$ cat src/rtl/regfile_multiport_if.sv
// regfile_multiport_if: read, write, issue and status signals of the
// multiport register file, bundled with master/slave views.
interface regfile_multiport_if #(
  parameter int XLEN  = 32,
  parameter int NREGS = 32,
  parameter int NRD   = 2
);
  localparam int AW = $clog2(NREGS);

  logic [NRD*AW-1:0]   rd_addr;
  logic [NRD*XLEN-1:0] rd_data;
  logic [NRD-1:0]      rd_pending;
  logic                we0;
  logic [AW-1:0]       wa0;
  logic [XLEN-1:0]     wd0;
  logic                we1;
  logic [AW-1:0]       wa1;
  logic [XLEN-1:0]     wd1;
  logic                iss_valid;
  logic [AW-1:0]       iss_rd;
  logic                ready;

  modport master (
    output rd_addr, we0, wa0, wd0, we1, wa1, wd1, iss_valid, iss_rd,
    input  rd_data, rd_pending, ready
  );

  modport slave (
    input  rd_addr, we0, wa0, wd0, we1, wa1, wd1, iss_valid, iss_rd,
    output rd_data, rd_pending, ready
  );
endinterface

$ cat src/rtl/regfile_multiport.sv
// regfile_multiport: NRD combinational read ports, two write ports (ALU and
// load writeback), x0 hardwired to zero, optional same-cycle forwarding, a
// per-register pending scoreboard and a post-reset sweep loading regs[i] = i.
module regfile_multiport #(
  parameter int XLEN   = 32,
  parameter int NREGS  = 32,
  parameter int NRD    = 2,
  parameter int BYPASS = 1
) (
  input logic                clk,
  input logic                rst,
  regfile_multiport_if.slave bus
);
  localparam int AW = $clog2(NREGS);

  localparam logic [0:0]    ST_INIT  = 1'b0;
  localparam logic [0:0]    ST_RUN   = 1'b1;
  localparam logic [AW-1:0] LAST_IDX = AW'(NREGS - 1);

  logic [0:0]       state;
  logic [AW-1:0]    init_idx;
  logic [XLEN-1:0]  regs [NREGS];
  logic [NREGS-1:0] pending;
  logic [AW-1:0]    ra [NRD];
  logic             run;
  logic             wr0;
  logic             wr1;
  logic             iss;

  // External writes and issues only count once the sweep is done; x0 is never a target.
  assign run = (state == ST_RUN);
  assign wr0 = run && bus.we0 && (bus.wa0 != '0);
  assign wr1 = run && bus.we1 && (bus.wa1 != '0);
  assign iss = run && bus.iss_valid && (bus.iss_rd != '0);
  assign bus.ready = run;

  // Sweep controller: one register per cycle after reset, then park in RUN without wrapping.
  always_ff @(posedge clk or negedge rst) begin
    if (!rst) begin
      state    <= ST_INIT;
      init_idx <= '0;
    end else if (state == ST_INIT) begin
      if (init_idx == LAST_IDX) begin
        state <= ST_RUN;
      end else begin
        init_idx <= init_idx + 1'b1;
      end
    end
  end

  // Register array: sweep value during INIT, then the two write ports with port 1 last.
  // NOTE: the array deliberately has no reset; the INIT sweep defines every entry, so it maps onto plain storage.
  always_ff @(posedge clk) begin
    if (state == ST_INIT) begin
      regs[init_idx] <= XLEN'(init_idx);
    end else begin
      if (wr0) regs[bus.wa0] <= bus.wd0;
      if (wr1) regs[bus.wa1] <= bus.wd1;
    end
  end

  // Scoreboard: writebacks clear, issues set; the set is written last so it wins.
  always_ff @(posedge clk or negedge rst) begin
    if (!rst) begin
      pending <= '0;
    end else begin
      // NOTE: several non-blocking assignments to the same bit in one block resolve to the last one executed.
      if (wr0) pending[bus.wa0]    <= 1'b0;
      if (wr1) pending[bus.wa1]    <= 1'b0;
      if (iss) pending[bus.iss_rd] <= 1'b1;
    end
  end

  // Unpack the flat read-address bus into one address per port.
  always_comb begin
    for (int k = 0; k < NRD; k++) begin
      ra[k] = bus.rd_addr[k*AW +: AW];
    end
  end

  // Read ports: zero outside RUN and for x0, otherwise forwarded write data or stored value.
  always_comb begin
    bus.rd_data    = '0;
    bus.rd_pending = '0;
    for (int k = 0; k < NRD; k++) begin
      bus.rd_pending[k] = pending[ra[k]];
      if (run && (ra[k] != '0)) begin
        if ((BYPASS != 0) && wr1 && (bus.wa1 == ra[k])) begin
          bus.rd_data[k*XLEN +: XLEN] = bus.wd1;
        end else if ((BYPASS != 0) && wr0 && (bus.wa0 == ra[k])) begin
          bus.rd_data[k*XLEN +: XLEN] = bus.wd0;
        end else begin
          bus.rd_data[k*XLEN +: XLEN] = regs[ra[k]];
        end
      end
    end
  end
endmodule
$ cat src/flat_wrapper.sv
// flat-port wrapper written by rule: the top's interface ports become plain ports
module regfile_multiport_flat 
#(
  parameter int XLEN   = 32,
  parameter int NREGS  = 32,
  parameter int NRD    = 2,
  parameter int BYPASS = 1
)
  (clk, rst, bus_rd_addr, bus_we0, bus_wa0, bus_wd0, bus_we1, bus_wa1, bus_wd1, bus_iss_valid, bus_iss_rd, bus_rd_data, bus_rd_pending, bus_ready);
  regfile_multiport_if #(.XLEN(XLEN), .NREGS(NREGS), .NRD(NRD)) bus_i ();
  input logic clk;
  input logic rst;
  input wire logic [$bits(bus_i.rd_addr)-1:0] bus_rd_addr;
  input wire logic [$bits(bus_i.we0)-1:0] bus_we0;
  input wire logic [$bits(bus_i.wa0)-1:0] bus_wa0;
  input wire logic [$bits(bus_i.wd0)-1:0] bus_wd0;
  input wire logic [$bits(bus_i.we1)-1:0] bus_we1;
  input wire logic [$bits(bus_i.wa1)-1:0] bus_wa1;
  input wire logic [$bits(bus_i.wd1)-1:0] bus_wd1;
  input wire logic [$bits(bus_i.iss_valid)-1:0] bus_iss_valid;
  input wire logic [$bits(bus_i.iss_rd)-1:0] bus_iss_rd;
  output wire logic [$bits(bus_i.rd_data)-1:0] bus_rd_data;
  output wire logic [$bits(bus_i.rd_pending)-1:0] bus_rd_pending;
  output wire logic [$bits(bus_i.ready)-1:0] bus_ready;
  assign bus_i.rd_addr = bus_rd_addr;
  assign bus_i.we0 = bus_we0;
  assign bus_i.wa0 = bus_wa0;
  assign bus_i.wd0 = bus_wd0;
  assign bus_i.we1 = bus_we1;
  assign bus_i.wa1 = bus_wa1;
  assign bus_i.wd1 = bus_wd1;
  assign bus_i.iss_valid = bus_iss_valid;
  assign bus_i.iss_rd = bus_iss_rd;
  assign bus_rd_data = bus_i.rd_data;
  assign bus_rd_pending = bus_i.rd_pending;
  assign bus_ready = bus_i.ready;
  regfile_multiport #(.XLEN(XLEN), .NREGS(NREGS), .NRD(NRD), .BYPASS(BYPASS)) u_core (.clk(clk), .rst(rst), .bus(bus_i));
endmodule
$ cat config.mk
export PLATFORM = sky130hd
export DESIGN_NAME = regfile_multiport_flat
export DESIGN_NICKNAME = d
export VERILOG_FILES = /design/src/rtl/regfile_multiport_if.sv /design/src/rtl/regfile_multiport.sv /design/src/flat_wrapper.sv
export SDC_FILE = /design/constraint.sdc
export NUM_CORES = 2
export LEC_CHECK = 0
export ABC_AREA = 1
export CELL_PAD_IN_SITES_DETAIL_PLACEMENT = 1
export CELL_PAD_IN_SITES_GLOBAL_PLACEMENT = 2
export CORE_MARGIN = 3
export CORE_UTILIZATION = 38
export CTS_BUF_LIST = sky130_fd_sc_hd__clkbuf_8
export DETAILED_ROUTE_END_ITERATION = 10
export HOLD_SLACK_MARGIN = 0.12
export PLACE_DENSITY = 0.86
export SLEW_MARGIN = 20
export SYNTH_ARGS = -nofsm -noshare
export SYNTH_HDL_FRONTEND = slang
export SYNTH_SLANG_ARGS = --single-unit
$ cat constraint.sdc
create_clock -name clk -period 4.85 [get_ports clk]
set_input_delay 0.7275 -clock clk [delete_from_list [all_inputs] [get_ports clk]]
set_output_delay 0.7275 -clock clk [all_outputs]
set_load 0.05 [all_outputs]
==> run metrics <==
Clock Latency Late Sink=0.99 ns; Final Hold Viols=0; Die Area=roughly 180000 um^2; Final Power=22200 uW; Worst Hold Class=register to register; routed via count=approximately 72k; H-Tree Depth=4; Syn Std Cell Area=approximately 67000 um^2; Post-Route WL=361000 um; clk sinks=1062; Pwr Density=300 nW/um^2; Nets=8929; main combinational cell family by area after synthesis=simple AND/OR/NAND/NOR gates; max cap viols=0; Startpoint Class=input port; fmax=about 0.21 GHz; vias per std cell=6.33; I/O pin cnt=161; post-route design area=between 70000 and 80000 um^2; fillers=roughly 21k; Die X=approximately 430 um; share of post-route cells with drive strength above 1=0.0811; library cells used by synthesis=37; routability cong.=about 0.91; setup tns final=0 ns; routed len/inst=31.8 um; DRC viols=0; global-route wire length before repair=506000 um; final setup fails=0; post-synthesis sequential area ratio=0.474; cell count after synthesis=9089; post-synthesis adder-cell area fraction=0.000374; Clock Skew=about 0.043 ns; Synth async-reset ratio=0.0358; Required @ worst endpoint=4.12 ns; area fraction of the dominant cell type after synthesis=0.459; minimum clock period=4.69 ns; ys flop type=edfxtp_1; yosys warns=0; CP Capture Type=primary output; total grt overflow=0; final hold slack=slightly below 0.4 ns; Routed Antenna Nets=0; row cnt=153; Synth Area in XOR/XNOR=0.00249; vias in the first global route=70.7k; Total GRT Usage=0.388; core footprint=174000 um^2; post-synth top area cell=edfxtp_1; post-synth net total=9185; deepest clock path buffer count=3; Post-synth EDFFs=~1.0k; status=finished, final reports clean; worst vdd ir=0.000279 V; CTS Buf Count=200; initial antenna violation count=30; RSZ-0062 raised after global routing=false; Synth Register Bits=1062; port buffer count=160; Post-DP Area=70600 um^2; Die Span Y=426 um; Root Buffer=clkbuf_8; Final HPWL DP=206000 um; fin crit share=0.968; Initial DRT Pass Iterations=6; mean post-synth cell area=7.37 um^2; post-placement setup slack=0.177 ns; CTS tree=built; Clock Pin Slew Worst Setup and Hold Paths=0.06 ns; Slew @ Worst Pin=1.26 ns; Max-slew headroom=0.161; Max Slew Vio Count=0; leak pwr=0.0294 uW; Post-CTS Setup Bufs=0; Post-Synth Simple-Gate Area=0.313; Initial Util=0.384; Synth Area in Compound Gates=0.128; first-iteration detailed-routing DRC count=10.2k; most area-consuming cells after synthesis=edfxtp_1, nand2_1, nand3_1, o21ai_0, buf_2; critical path arrival=3.97 ns; final worst slack=0.157 ns; maximum fanout along the worst path=48; largest net degree at the start of global routing=160; Area Growth Syn to Fin=10.8%; mux contribution to synthesized area=0.000897; Crit Path Category=input port to primary output
==> final timing paths <==
| path | start | to | slack [ns] | cells after the start |
|---|---|---|---|---|
| min in group asynchronous | rst | u_core.pending[12] | 0.46 | 2 |
| worst min register to register | u_core.pending[0] | u_core.pending[0] | 0.39 | 0 |
| max in group asynchronous | rst | u_core.bus.ready | 3.75 | 2 |
| worst max register to register | u_core.bus.ready | u_core.regs[21][24] | 1.23 | 9 |
| worst min-delay path | u_core.pending[0] | u_core.pending[0] | 0.39 | 0 |
| worst max-delay path | bus_wa0[3] | bus_rd_data[30] | 0.16 | 13 |
==> report_power, final <==
group	total (uW)	internal, uW	switching [uW]
sequential	10200	10200	45.9
clock	8250	3900	4350
combinational	3750	913	2840
total	22200	15000	7240
==> layout make-up <==
class	count	area, um^2	area share
antenna	18	45.0	0.000607
tap	2325	2910	0.0392
timing repair buffer	418	4510	0.0607
clock buffer	201	2770	0.0373
sequential	1062	31700	0.427
inverter	313	1220	0.0165
multi-input combinational	6838	30300	0.409
clock inverter	153	703	0.00948
==> repair_timing <==
action                                  4_1_cts  5_1_grt
endpoints found under the setup margin        0        0
resized for setup                             0        0
endpoints found under the hold margin        38        0
hold buffers                                  1        0
==> cells by family (layout without fill, tap and decap cells) <==
family,Yosys count,count (layout)
AOI/OAI and AO/OA,1695,1695
xor gates and xnor gates,19,19
adders and majority gates,2,2
buffers and inverters,1189,1085
DFF,1062,1062
muxes,6,6
other,0,18
and+or+nand+nor,5116,5116
==> flip-flops by register name (all words and copies together) (netlist names) <==
register / cells
u_core.regs: 1024
u_core.init_idx: 5
u_core.bus.ready: 1
u_core.pending: 32
==> metrics by stage <==
step	std cells	utilization
6_report	11300	0.425
4_1_cts	11300	0.425
5_1_grt	11300	0.425
3_5_place_dp	11000	0.405
3_3_place_gp	11000	0.404
2_1_floorplan	9089	-
==> worst max-delay path, cell delays in order <==
cell,delay (ns)
clkdlybuf4s50_1,0.75
inv_2,0.15
nand2_2,0.12
nor2_4,0.04
nand2_2,0.12
nand2_8,0.14
inv_4,0.38
buf_4,0.70
nand3_1,0.15
nand2_1,0.09
inv_1,0.04
a21oi_1,0.21
buf_4,0.25
==> routing by layer <==
layer | track usage | vias to the layer above | wire [um]
met3 | 0.0981 | 1178 | 44500
li1 | - | 29900 | -
met1 | 0.503 | 35500 | 137000
met2 | 0.581 | 5120 | 154000
met5 | 0.00134 | - | 80
met4 | 0.237 | 14 | 24900
==> placed cells by master, fill, tap and decap left out, types with 25 or more instances in the layout <==
master	instances
o21ai_1	139
nand2_4	37
inv_1	330
nor2_4	25
edfxtp_1	1024
dfrtp_1	38
clkbuf_8	201
clkinv_1	48
clkdlybuf4s50_1	83
buf_12	84
inv_2	43
a21oi_1	322
nand2_1	3727
nand3_1	1249
o21ai_0	1175
buf_4	239
nor2_1	31
==> cells in the mapped netlist, types with 3 or more instances <==
cell	number
dfrtp_1	38
o211ai_1	16
nand4_1	6
edfxtp_1	1024
nand2_2	18
nor2_4	3
o21ai_1	141
buf_1	100
xor2_1	8
o21ai_0	1181
nor2_1	50
nor3_1	15
nand3_1	1249
clkbuf_1	290
o21ai_2	9
mux2i_1	6
xnor2_1	11
nand2_1	3762
buf_4	53
inv_1	263
buf_6	36
nor2_2	7
o22ai_1	22
a21oi_1	322
inv_2	46
buf_2	396
Power figures use the tool's default switching activity.
